$ cat config.mk
export PLATFORM = sky130hd
export DESIGN_NAME = uart_rx_oversample
export DESIGN_NICKNAME = d
export VERILOG_FILES = /design/src/rtl/uart_pkg.sv /design/src/rtl/uart_tick_gen.sv /design/src/rtl/uart_rx_oversample.sv
export SDC_FILE = /design/constraint.sdc
export NUM_CORES = 1
export LEC_CHECK = 0
export BUFFER_PORTS_ARGS = -buffer_cell sky130_fd_sc_hd__buf_4
export CORE_UTILIZATION = 62
export CTS_CLUSTER_SIZE = 24
export DETAILED_ROUTE_END_ITERATION = 8
export GPL_TIMING_DRIVEN = 1
export HOLD_SLACK_MARGIN = 0.08
export PLACE_DENSITY = 0.83
export SLEW_MARGIN = 10
export SYNTH_ARGS = -nofsm -noshare
export SYNTH_HDL_FRONTEND = slang
export SYNTH_SLANG_ARGS = --single-unit
$ cat constraint.sdc
create_clock -name clk -period 4.9 [get_ports clk]
set_clock_uncertainty 0.1 [all_clocks]
set_input_delay 0.49 -clock clk [delete_from_list [all_inputs] [get_ports clk]]
set_output_delay 0.49 -clock clk [all_outputs]
set_load 0.01 [all_outputs]
$ cat src/rtl/uart_pkg.sv
// Shared UART definitions: receiver FSM states, data width and baud divider helper.
package uart_pkg;

    localparam int unsigned UART_DATA_BITS = 8;

    typedef enum logic [2:0] {
        IDLE       = 3'd0,
        START      = 3'd1,
        DATA       = 3'd2,
        PARITY     = 3'd3,
        STOP       = 3'd4,
        BREAK_WAIT = 3'd5
    } rx_state_e;

    // Clock cycles per oversample tick (integer truncation).
    function automatic int unsigned uart_div(input int unsigned clk_freq,
                                             input int unsigned baud,
                                             input int unsigned os);
        return clk_freq / (baud * os);
    endfunction

endpackage

$ cat src/rtl/uart_tick_gen.sv
// Free-running divider producing a one-clock tick every DIV clocks.
// Ports:
//   clk  - system clock
//   rst  - asynchronous active-low reset
//   tick - registered one-cycle pulse every DIV cycles
module uart_tick_gen #(
    parameter int unsigned DIV = 1
) (
    input  logic clk,
    input  logic rst,
    output logic tick
);

    localparam int unsigned CW = ($clog2(DIV + 1) < 1) ? 1 : $clog2(DIV + 1);

    if (DIV < 1) begin : g_bad_div
        $error("uart_tick_gen: DIV must be at least 1");
    end

    logic [CW-1:0] cnt;

    // Counter wraps at DIV-1; tick is registered alongside the wrap.
    always_ff @(posedge clk or negedge rst) begin
        if (!rst) begin
            cnt  <= '0;
            tick <= 1'b0;
        end else if (cnt == CW'(DIV - 1)) begin
            cnt  <= '0;
            tick <= 1'b1;
        end else begin
            cnt  <= cnt + CW'(1);
            tick <= 1'b0;
        end
    end

endmodule

$ cat src/rtl/uart_rx_oversample.sv
// Oversampling UART receiver: 8N1 (optional parity) with mid-bit sampling,
// false-start rejection, stop-bit check and a one-entry valid/ready holding register.
// Optional feature macro: UART_RX_PARITY_EN (adds PARITY_ODD parameter and parity check).
// Ports:
//   clk         - system clock
//   rst         - asynchronous active-low reset
//   rx          - asynchronous serial input, idle high
//   rx_ready    - consumer accepts held byte while rx_valid is high
//   rx_data     - received byte, stable while rx_valid is high
//   rx_valid    - holding register full
//   frame_err   - one-cycle pulse, stop bit sampled low
//   overrun_err - one-cycle pulse, byte completed while holding register full
//   parity_err  - one-cycle pulse, parity mismatch (always 0 without parity)
module uart_rx_oversample
    import uart_pkg::*;
#(
    parameter int unsigned CLK_FREQ   = 1000000,
    parameter int unsigned BAUD_RATE  = 9600,
`ifdef UART_RX_PARITY_EN
    parameter bit          PARITY_ODD = 1'b0,
`endif
    parameter int unsigned OVERSAMPLE = 16
) (
    input  logic                      clk,
    input  logic                      rst,
    input  logic                      rx,
    input  logic                      rx_ready,
    output logic [UART_DATA_BITS-1:0] rx_data,
    output logic                      rx_valid,
    output logic                      frame_err,
    output logic                      overrun_err,
    output logic                      parity_err
);

    localparam int unsigned DIV = uart_div(CLK_FREQ, BAUD_RATE, OVERSAMPLE);
    localparam int unsigned TW  = $clog2(OVERSAMPLE);
    localparam int unsigned BW  = 3;
    localparam int unsigned DW  = UART_DATA_BITS;

    if (DIV < 1) begin : g_bad_div
        $error("uart_rx_oversample: CLK_FREQ too low for BAUD_RATE*OVERSAMPLE");
    end
    if ((OVERSAMPLE < 4) || (OVERSAMPLE % 2 != 0)) begin : g_bad_os
        $error("uart_rx_oversample: OVERSAMPLE must be even and >= 4");
    end

    localparam logic [TW-1:0] HALF_TICK = TW'(OVERSAMPLE / 2 - 1);
    localparam logic [TW-1:0] LAST_TICK = TW'(OVERSAMPLE - 1);

    logic tick;

    uart_tick_gen #(
        .DIV (DIV)
    ) u_tick_gen (
        .clk  (clk),
        .rst  (rst),
        .tick (tick)
    );

    // Two-flop synchronizer plus previous value for falling-edge detection.
    logic rx_s1, rx_s2, rx_prev;

    always_ff @(posedge clk or negedge rst) begin
        if (!rst) begin
            rx_s1   <= 1'b1;
            rx_s2   <= 1'b1;
            rx_prev <= 1'b1;
        end else begin
            rx_s1   <= rx;
            rx_s2   <= rx_s1;
            rx_prev <= rx_s2;
        end
    end

    rx_state_e     state, state_d;
    logic [TW-1:0] tcnt, tcnt_d;
    logic [BW-1:0] bcnt, bcnt_d;
    logic [DW-1:0] shift, shift_d;
    logic [DW-1:0] data_d;
    logic          valid_d;
    logic          ferr_d, ovr_d, perr_d;
    logic          deliver_c;
    logic          par_bad_c;

`ifdef UART_RX_PARITY_EN
    logic par_bad, par_bad_d;
    assign par_bad_c = par_bad;
`else
    assign par_bad_c = 1'b0;
`endif

    // State and output registers.
    always_ff @(posedge clk or negedge rst) begin
        if (!rst) begin
            state       <= IDLE;
            tcnt        <= '0;
            bcnt        <= '0;
            shift       <= '0;
            rx_data     <= '0;
            rx_valid    <= 1'b0;
            frame_err   <= 1'b0;
            overrun_err <= 1'b0;
            parity_err  <= 1'b0;
`ifdef UART_RX_PARITY_EN
            par_bad     <= 1'b0;
`endif
        end else begin
            state       <= state_d;
            tcnt        <= tcnt_d;
            bcnt        <= bcnt_d;
            shift       <= shift_d;
            rx_data     <= data_d;
            rx_valid    <= valid_d;
            frame_err   <= ferr_d;
            overrun_err <= ovr_d;
            parity_err  <= perr_d;
`ifdef UART_RX_PARITY_EN
            par_bad     <= par_bad_d;
`endif
        end
    end

    // Next-state, bit sampling and holding-register control.
    always_comb begin
        state_d   = state;
        tcnt_d    = tcnt;
        bcnt_d    = bcnt;
        shift_d   = shift;
        data_d    = rx_data;
        valid_d   = rx_valid;
        ferr_d    = 1'b0;
        ovr_d     = 1'b0;
        perr_d    = 1'b0;
        deliver_c = 1'b0;
`ifdef UART_RX_PARITY_EN
        par_bad_d = par_bad;
`endif

        case (state)
            IDLE: begin
                if (rx_prev && !rx_s2) begin
                    tcnt_d  = '0;
                    state_d = START;
                end
            end

            START: begin
                if (tick) begin
                    if (tcnt == HALF_TICK) begin
                        tcnt_d = '0;
                        if (rx_s2) begin
                            state_d = IDLE;
                        end else begin
                            bcnt_d  = '0;
                            state_d = DATA;
                        end
                    end else begin
                        tcnt_d = tcnt + TW'(1);
                    end
                end
            end

            DATA: begin
                if (tick) begin
                    if (tcnt == LAST_TICK) begin
                        tcnt_d  = '0;
                        shift_d = {rx_s2, shift[DW-1:1]};
                        bcnt_d  = bcnt + BW'(1);
                        if (bcnt == BW'(DW - 1)) begin
`ifdef UART_RX_PARITY_EN
                            state_d = PARITY;
`else
                            state_d = STOP;
`endif
                        end
                    end else begin
                        tcnt_d = tcnt + TW'(1);
                    end
                end
            end

`ifdef UART_RX_PARITY_EN
            PARITY: begin
                if (tick) begin
                    if (tcnt == LAST_TICK) begin
                        tcnt_d    = '0;
                        par_bad_d = ((^shift) ^ rx_s2) != PARITY_ODD;
                        state_d   = STOP;
                    end else begin
                        tcnt_d = tcnt + TW'(1);
                    end
                end
            end
`endif

            STOP: begin
                if (tick) begin
                    if (tcnt == LAST_TICK) begin
                        tcnt_d = '0;
                        perr_d = par_bad_c;
                        if (!rx_s2) begin
                            ferr_d  = 1'b1;
                            state_d = BREAK_WAIT;
                        end else begin
                            deliver_c = !par_bad_c;
                            state_d   = IDLE;
                        end
                    end else begin
                        tcnt_d = tcnt + TW'(1);
                    end
                end
            end

            BREAK_WAIT: begin
                if (rx_s2) begin
                    state_d = IDLE;
                end
            end

            default: begin
                state_d = IDLE;
            end
        endcase

        // A delivery coinciding with an accept reloads without overrun.
        if (deliver_c) begin
            if (!rx_valid || rx_ready) begin
                data_d  = shift_d;
                valid_d = 1'b1;
            end else begin
                ovr_d = 1'b1;
            end
        end else if (rx_valid && rx_ready) begin
            valid_d = 1'b0;
        end
    end

endmodule

==> impl_metrics.yaml, run 1 <==
clocking:
  clockBufferDepth: 2
  clock_sinks: 36
  cts_tree: "yes"
  cts_resized: 0
  worst_skew_pair.late_latency_ns: 0.33
  path_clk_slew_ns: 0.10
  cts_root_buf: "clkbuf_4"
  cts_buffers: 5
  cts_max_level: 2
min_path:
  worstHoldStart: "rx"
  holdCritPathClass: "in2reg"
  hold_end: "rx_s1"
  whs_path_depth: 1
setup_path:
  max_stage_delay_ns: 0.63
  cp-start-kind: "register"
  worstSetupStartpoint: "state[0]"
  critPathSlowestCell: "nor3b_4"
  worstPathCellList: "nand2b_2 > nor3b_4 > mux2_2 > mux2_2"
  reg2reg_to: "rx_data[7]"
  worst-setup-path-type: "reg2reg"
  path_max_fanout: 15
  rrSetupSlack_ns: 2.50
  cpMostUsedCell: "mux2_2"
  worstPathArrival_ns: 2.53
  reg2regPathDepth: 4
  crit_required_ns: 5.03
  end_kind: "register"
  r2r-start: "state[0]"
logic_synthesis:
  yosysMostFrequentCell: "dfrtp_1"
  synth_top_area_frac: 0.4846
  synth.area.top_cells: "dfrtp_1, mux2_2, mux2_4"
  synth_edf_count: 0
  syn-num-nets: 146
  yosysSeqAreaShare: 0.5308
  yosysWarnings: 0
  ys.flop_type: "dfrtp_1"
  netlist_area_um2: 1704
  syn_inst: 139
  async_flop_share: 1.000
  synth.distinct_cells: 46
  synth-seq-cells: 36
  synth_commonest_cells: "dfrtp_1, mux2_2, nand2_1"
  yosysTopAreaCell: "dfrtp_1"
  syn_area_per_cell_um2: 12.26
floorplan:
  die_area_um2: 2962
  die_h_um: 54.43
  die_x_um: 54.43
  num_rows: 18
  core_um2: 2545
  start_util: 0.6696
  ios: 16
cells_and_area:
  fin_cells: 184
  drive_above_1_share: 0.3182
  nNetsFinal: 160
  nFillCells: 170
  seqCellArea_um2: 904.6
  multi_input_area_um2: 718.2
  syn_to_final_growth_pct: 8.957
  final_area_um2: 1857
  n_antenna_cell: 0
detailed_routing:
  highest_layer: "met4"
  drt_iter0_drc: 28
  drtAntennaViolNets: 0
  dr.pass1.iters: 4
  finalWirelength_um: 2922
  routed_wire_length_per_instance_um: 15.88
  via_count: 1122
  dr_wl_met3_um: 157
  dr_wl_met2_um: 1420
  wl_met1_um: 1322
  post_drt_via_cell_ratio: 6.098
  drcViolationCount: 0
power_and_ir_drop:
  ir_worst_vdd_uv: 304.0
  power_density_nw_per_um2: 329.2
  p_seq_frac: 0.558
  pwr-share-clk: 0.270
  sw_frac_of_total: 0.2984
  switchingPower_uw: 182.4
  pwr-share-comb: 0.171
  power.leakage_uw: 0.0008995
  intPower_uw: 428.8
global_route:
  antenna_found_initial: 0
  globalRouteOverflowTotal: 0
  grt_start_max_net_pins: 37
  grt_pass1_wl_um: 4678
  first_global_vias: 1059
  grt_usage: 0.2291
placed_design:
  dpl_cell_area_um2: 1784
  place_congestion: 0.9112
  hpwl_um: 2054
  placedCellCount: 175
  io_buffers: 14
job:
  maxCapViolations: 0
sta:
  grt_setup_unrepaired: "no"
  tns_ns: 0
  max_slew_margin: 0.5377
  setup_viol: 0
  fin_crit_ns: 2.400
  tightest_slew_ns: 0.6926
  hold_viol_final: 0
  max_freq_mhz: 416.7
  finalMaxSlewViolations: 0
  min_period_over_period: 0.4897
run_status:
  status: "complete, no violations"
-- placed cells by master (no fill, tap or decap), types with 2 or more instances in the layout --
cell	netlist	layout
a21oi_1	3	3
a22o_1	3	3
a311oi_1	2	2
a31oi_1	2	2
buf_4	2	14
clkbuf_4	0	5
dfrtp_1	33	33
dfstp_2	3	3
ha_1	3	3
inv_1	5	5
mux2_2	10	10
mux2_4	7	7
nand2_1	10	10
nand2b_1	4	4
nand3_1	3	3
nor2_1	8	8
o211ai_1	2	2
o21ai_0	5	5
o22ai_1	3	3
-- through the flow --
step           hold WS, ns    util  setup WS, ns  power (uW)
2_1_floorplan      0.09441       -         2.965       423.0
3_3_place_gp        0.2468  0.7011         2.629       441.0
3_5_place_dp        0.2478  0.7011         2.529       449.7
4_1_cts             0.1468  0.7296         2.513       614.1
5_1_grt             0.1372  0.7296         2.421       642.3
6_report            0.1609  0.7296         2.500       611.2
-- cells by family (layout without fill, tap and decap cells) --
logic type | after synthesis | count (layout) | synth area share
and+or+nand+nor | 37 | 37 | 0.1226
adders and majority gates | 3 | 3 | 0.02203
AOI/OAI and AO/OA | 30 | 30 | 0.1366
muxes | 17 | 17 | 0.1278
xor gates and xnor gates | 2 | 2 | 0.01028
DFF | 36 | 36 | 0.5308
buffers and inverters | 13 | 28 | 0.04772
other | 1 | 1 | 0.002201
-- registers in the layout, summed over array words and instances, names as in the netlist --
name             flops
u_tick_gen.tick      1
bcnt                 3
rx_prev              1
u_tick_gen.cnt       3
frame_err            1
rx_valid             1
shift                8
rx_s2                1
tcnt                 4
state                3
rx_data              8
overrun_err          1
rx_s1                1
-- what timing repair did --
item / 4_1_cts / 5_1_grt
setup buffers: 0 / 0
hold buffers: 1 / 0
endpoints found under the setup margin: 0 / 0
endpoints found under the hold margin: 33 / 0
-- layer usage --
metal	up-vias	global-route usage
met4	0	0.05983
met5	-	0
met1	550	0.2995
met2	46	0.3699
met3	2	0.06944
li1	524	-
-- power groups by stage --
stage          Clock [uW]  Combinational, uW  Sequential [uW]
2_1_floorplan           0               93.2              330
3_3_place_gp            0               98.2              343
3_5_place_dp            0                103              346
4_1_cts               169                104              341
5_1_grt               181                117              345
6_report              165                105              341
-- worst max-delay path, delay by kind of cell (launching register included) --
kind / cells / cell delay [ns]
DFF: 1 / 0.56
and+or+nand+nor: 2 / 0.95
muxes: 2 / 0.68
-- how the worst max path moves through the flow --
stage / slack [ns] / to / cells past startpoint
2_1_floorplan: 2.97 / rx_data[0] / 6
4_1_cts: 2.51 / rx_data[7] / 4
3_3_place_gp: 2.63 / rx_data[7] / 5
5_1_grt: 2.42 / rx_data[7] / 5
6_report: 2.50 / rx_data[7] / 4
3_5_place_dp: 2.53 / rx_data[7] / 4
-- layout make-up --
| class | instances | share of cell area |
|---|---|---|
| sequential | 36 | 0.4872 |
| multi-input combinational | 90 | 0.3868 |
| timing repair buffer | 15 | 0.06199 |
| clock buffer | 7 | 0.02965 |
| tap | 30 | 0.02022 |
| inverter | 5 | 0.01011 |
| clock inverter | 1 | 0.004043 |
Note: power is estimated with default switching activity, not from simulation.
==> run 2: changes to the inputs <==
--- a/config.mk
+++ b/config.mk
@@ -6,12 +6,12 @@
 export NUM_CORES = 1
 export LEC_CHECK = 0
 export BUFFER_PORTS_ARGS = -buffer_cell sky130_fd_sc_hd__buf_4
-export CORE_UTILIZATION = 62
+export CORE_UTILIZATION = 57
 export CTS_CLUSTER_SIZE = 24
 export DETAILED_ROUTE_END_ITERATION = 8
 export GPL_TIMING_DRIVEN = 1
 export HOLD_SLACK_MARGIN = 0.08
-export PLACE_DENSITY = 0.83
+export PLACE_DENSITY = 0.77
 export SLEW_MARGIN = 10
 export SYNTH_ARGS = -nofsm -noshare
 export SYNTH_HDL_FRONTEND = slang
==> constraint.sdc (replaced) <==
create_clock -name clk -period 2.43 [get_ports clk]
set_clock_uncertainty 0.1 [all_clocks]
set_input_delay 0.243 -clock clk [delete_from_list [all_inputs] [get_ports clk]]
set_output_delay 0.243 -clock clk [all_outputs]
set_load 0.01 [all_outputs]
==> run 2 against run 1 <==
Compared with the run above: worst hold slack lost 0.010 ns; flip-flop and latch count unchanged; sequential power up 93%; non-clock buffer count up 3; via count increased by 1.7%; worst setup slack lost 2.2 ns; critical endpoint unchanged.
==> impl_metrics.yaml, run 2 (synthesized netlist as in run 1, its figures left out) <==
placed_design:
  dp_slack_ns: 0.3297
  hpwl_um: 2025
  io_buffers: 14
  place_congestion: 0.8949
detailed_routing:
  via_count: 1141
  routed_wire_length_per_instance_um: 15.86
  drt_iter0_drc: 28
  drtAntennaViolNets: 0
  finalWirelength_um: 2981
  dr.pass1.iters: 4
  drcViolationCount: 0
  post_drt_via_cell_ratio: 6.069
cells_and_area:
  mostFrequentLayoutCells: "dfrtp_1, buf_4, nand2_1, mux2_2, nor2_1"
  fin_util: 0.6682
  layout.cells.most_common: "dfrtp_1"
  nFillCells: 226
  syn_to_final_growth_pct: 9.985
  largestRegisters: "rx_data x8, shift x8, tcnt x4"
  n_antenna_cell: 0
  multi_input_area_um2: 718.2
  drive_above_1_share: 0.3185
  seqCellArea_um2: 904.6
  nNetsFinal: 163
clocking:
  cts_resized: 0
  clock_sinks: 36
  cts_max_level: 2
  worst_skew_pair.late_latency_ns: 0.34
  cts_root_buf: "clkbuf_4"
  path_clk_slew_ns: 0.10
  clockBufferDepth: 2
  cts_buffers: 5
  cts_tree: "yes"
  post_cts_buffers: 0
sta:
  max_freq_mhz: 469.7
  tightest_slew_ns: 0.4992
  min_period_over_period: 0.8761
  tns_ns: 0
  finalMaxSlewViolations: 0
  fin_crit_ns: 2.129
  max_slew_margin: 0.6652
  grt_setup_unrepaired: "no"
  setup_ws_ns: 0.3011
  hold_viol_final: 0
  setup_viol: 0
global_route:
  grt_usage: 0.2087
  antenna_found_initial: 0
  grt_pass1_wl_um: 4919
  grt_start_max_net_pins: 37
  globalRouteOverflowTotal: 0
  first_global_vias: 1108
job:
  maxCapViolations: 0
setup_path:
  reg2regPathDepth: 6
  end_kind: "register"
  r2r-start: "tcnt[0]"
  crit_required_ns: 2.57
  worstPathArrival_ns: 2.27
  worst-setup-path-type: "reg2reg"
  reg2reg_to: "rx_data[7]"
  cp-start-kind: "register"
  rrSetupSlack_ns: 0.30
  path_max_fanout: 11
power_and_ir_drop:
  ir_worst_vdd_uv: 448.4
  power.leakage_uw: 0.0009115
  power_density_nw_per_um2: 655.6
floorplan:
  ios: 16
  start_util: 0.6075
  die_h_um: 56.68
  core_um2: 2805
  die_x_um: 56.68
  die_area_um2: 3213
  num_rows: 19
min_path:
  holdCritPathClass: "in2reg"
  hold_end: "overrun_err"
  whs_path_depth: 3
  worstHoldStart: "rx_ready"
run_status:
  status: "complete, no violations"
==> run 2: repair_timing <==
item                                   4_1_cts  5_1_grt
setup endpoints to repair                    0        0
endpoints found under the hold margin       37        0
hold buffers                                 2        0
==> run 2: critical path, stage by stage, from the launching register on <==
cell     delay, ns
dfrtp_1       0.39
ha_1          0.23
and4_4        0.26
nor3b_4       0.18
buf_4         0.24
mux2_2        0.37
mux2_2        0.26
==> run 2: worst max-delay path by stage <==
stage	startpoint	to	slack (ns)	depth (start not counted)
after floorplan	tcnt[0]	rx_data[0]	0.50	6
after global placement	tcnt[0]	rx_data[7]	0.38	6
after detailed placement	tcnt[0]	rx_data[7]	0.33	6
after CTS	tcnt[0]	rx_data[7]	0.31	6
after global routing	tcnt[0]	rx_data[7]	0.23	6
final	tcnt[0]	rx_data[7]	0.30	6
==> run 2: layout make-up <==
| type | instances | area share |
|---|---|---|
| clock inverter | 1 | 0.004673 |
| inverter | 5 | 0.01001 |
| multi-input combinational | 90 | 0.3832 |
| sequential | 36 | 0.4826 |
| timing repair buffer | 18 | 0.07477 |
| tap | 31 | 0.02069 |
| clock buffer | 7 | 0.02403 |
==> run 2: power by group <==
group	leakage (uW)	switching, uW	internal (uW)
clock	0.0000295	198	116
sequential	0.000482	26.5	630
combinational	0.000400	153	105
total	0.000912	378	851
==> run 2: stage by stage <==
stage                     instance area [um^2]  hold slack (ns)  power (uW)  std cells
after floorplan                           1704          -0.1526       853.0        139
after CTS                                 1874           0.1517        1236        188
after detailed placement                  1800           0.1211       921.5        178
after global placement                    1800           0.1119       908.3        178
after global routing                      1874           0.1590        1291        188
final                                     1874           0.1508        1229        188
==> run 2: layer usage <==
metal	up-vias	wire [um]	part of all wire	global-route usage
met2	30	1415	0.47	0.3231
met4	0	63	0.021	0.1250
met1	572	1367	0.46	0.2646
met5	-	0	0	0
li1	532	-	-	-
met3	7	134	0.045	0.05069
==> run 3: changes to the inputs <==
==> constraint.sdc (replaced) <==
create_clock -name clk -period 2.3 [get_ports clk]
set_clock_uncertainty 0.1 [all_clocks]
set_input_delay 0.23 -clock clk [delete_from_list [all_inputs] [get_ports clk]]
set_output_delay 0.23 -clock clk [all_outputs]
set_load 0.01 [all_outputs]
==> run 3 against run 2 <==
Compared with the run above: flip-flop and latch count stayed put; critical endpoint unchanged; register-to-register slack worse by 0.11 ns; first-iteration DRC count is 21% lower; largest cell class unchanged; final area is 1.3% higher; total power is 7.1% higher; routed wire length is 1.1% higher; worst hold slack worse by 0.018 ns.
==> impl_metrics.yaml, run 3 (synthesized netlist as in run 1, its figures left out) <==
run_status:
  status: "complete, no violations"
detailed_routing:
  dr.pass1.iters: 4
  drcViolationCount: 0
  via_count: 1117
  finalWirelength_um: 3013
  post_drt_via_cell_ratio: 5.879
  drt_iter0_drc: 22
  drtAntennaViolNets: 0
  routed_wire_length_per_instance_um: 15.86
power_and_ir_drop:
  ir_worst_vdd_uv: 543.1
  power_density_nw_per_um2: 693.3
  power_uw: 1316
  power.leakage_uw: 0.0009245
global_route:
  grt_usage: 0.2183
  antenna_found_initial: 0
  first_global_vias: 1093
  grt_start_max_net_pins: 37
  grt_pass1_wl_um: 5147
  globalRouteOverflowTotal: 0
cells_and_area:
  final_area_um2: 1898
  seqCellArea_um2: 904.6
  drive_above_1_share: 0.3333
  fin_cells: 190
  multi_input_area_um2: 718.2
  layout.cells.most_common: "dfrtp_1"
  fin_util: 0.6766
  syn_to_final_growth_pct: 11.38
  n_antenna_cell: 0
  largestRegisters: "rx_data x8, shift x8, tcnt x4"
  mostFrequentLayoutCells: "dfrtp_1, buf_4, nand2_1, mux2_2, nor2_1"
  nNetsFinal: 165
  nFillCells: 227
floorplan:
  ios: 16
  core_um2: 2805
  start_util: 0.6075
  die_x_um: 56.68
  die_area_um2: 3213
  num_rows: 19
  die_h_um: 56.68
clocking:
  cts_max_level: 2
  worst_skew_pair.late_latency_ns: 0.33
  cts_tree: "yes"
  path_clk_slew_ns: 0.11
  clock_sinks: 36
  cts_root_buf: "clkbuf_4"
  cts_buffers: 5
  clockBufferDepth: 2
sta:
  min_period_over_period: 0.9149
  tightest_slew_ns: 0.5116
  tns_ns: 0
  max_slew_margin: 0.6569
  max_freq_mhz: 475.2
  hold_viol_final: 0
  fin_crit_ns: 2.104
  finalMaxSlewViolations: 0
  grt_setup_unrepaired: "no"
  setup_viol: 0
job:
  maxCapViolations: 0
setup_path:
  cp-start-kind: "register"
  path_max_fanout: 11
  worst-setup-path-type: "reg2reg"
  crit_required_ns: 2.43
  worstPathArrival_ns: 2.23
  end_kind: "register"
placed_design:
  placedCellCount: 180
  hpwl_um: 2027
  io_buffers: 14
  place_congestion: 0.8868
  dpl_cell_area_um2: 1815
min_path:
  holdCritPathClass: "in2reg"
## run 3: final cells by class
| class | count | area share |
|---|---|---|
| Timing Repair Buffer | 20 | 0.08174 |
| Clock inverter | 1 | 0.003955 |
| Sequential cell | 36 | 0.4766 |
| Clock buffer | 7 | 0.02900 |
| Inverter | 5 | 0.009888 |
| Multi-Input combinational cell | 90 | 0.3784 |
| Tap cell | 31 | 0.02044 |
## run 3: stage by stage
stage	hold WS, ns	setup slack (ns)
after CTS	0.1183	0.1979
final	0.1329	0.1958
after global placement	0.09933	0.2531
after floorplan	-0.1656	0.3654
after global routing	0.1277	0.06863
after detailed placement	0.1063	0.2156
## run 3: timing repair
action                                 CTS  global route
hold buffers                             2             0
buffers inserted                         0             0
endpoints found under the hold margin   37             0
resized for setup                        0             0
## run 3: path summary, 6_finish.rpt
| check | slack [ns] | endpoint | from | cells after the start |
|---|---|---|---|---|
| hold reg to reg | 0.26 | rx_s2 | rx_s1 | 0 |
| setup / recovery | 0.20 | rx_data[7] | tcnt[0] | 6 |
| min in group asynchronous | 0.26 | state[2] | rst | 2 |
| max in group asynchronous | 1.49 | rx_s1 | rst | 2 |
| hold / removal | 0.13 | overrun_err | rx_ready | 3 |
| setup reg to reg | 0.20 | rx_data[7] | tcnt[0] | 6 |
## run 3: critical path: stages, from the launching register on
cell	delay, ns
dfrtp_1	0.40
ha_1	0.21
and4_4	0.26
nor3b_4	0.17
buf_4	0.24
mux2_2	0.36
mux2_2	0.26
## run 3: routing by layer
layer,global-route usage,vias to the layer above,wire [um]
met5,0,-,0
met1,0.3017,557,1361
met2,0.3146,23,1482
met4,0.09286,0,52
met3,0.07143,4,116
li1,-,533,-
## run 3: power by group
part | internal [uW] | total (uW) | switching, uW
sequential | 666 | 691 | 25.7
clock | 150 | 356 | 206
combinational | 111 | 269 | 158
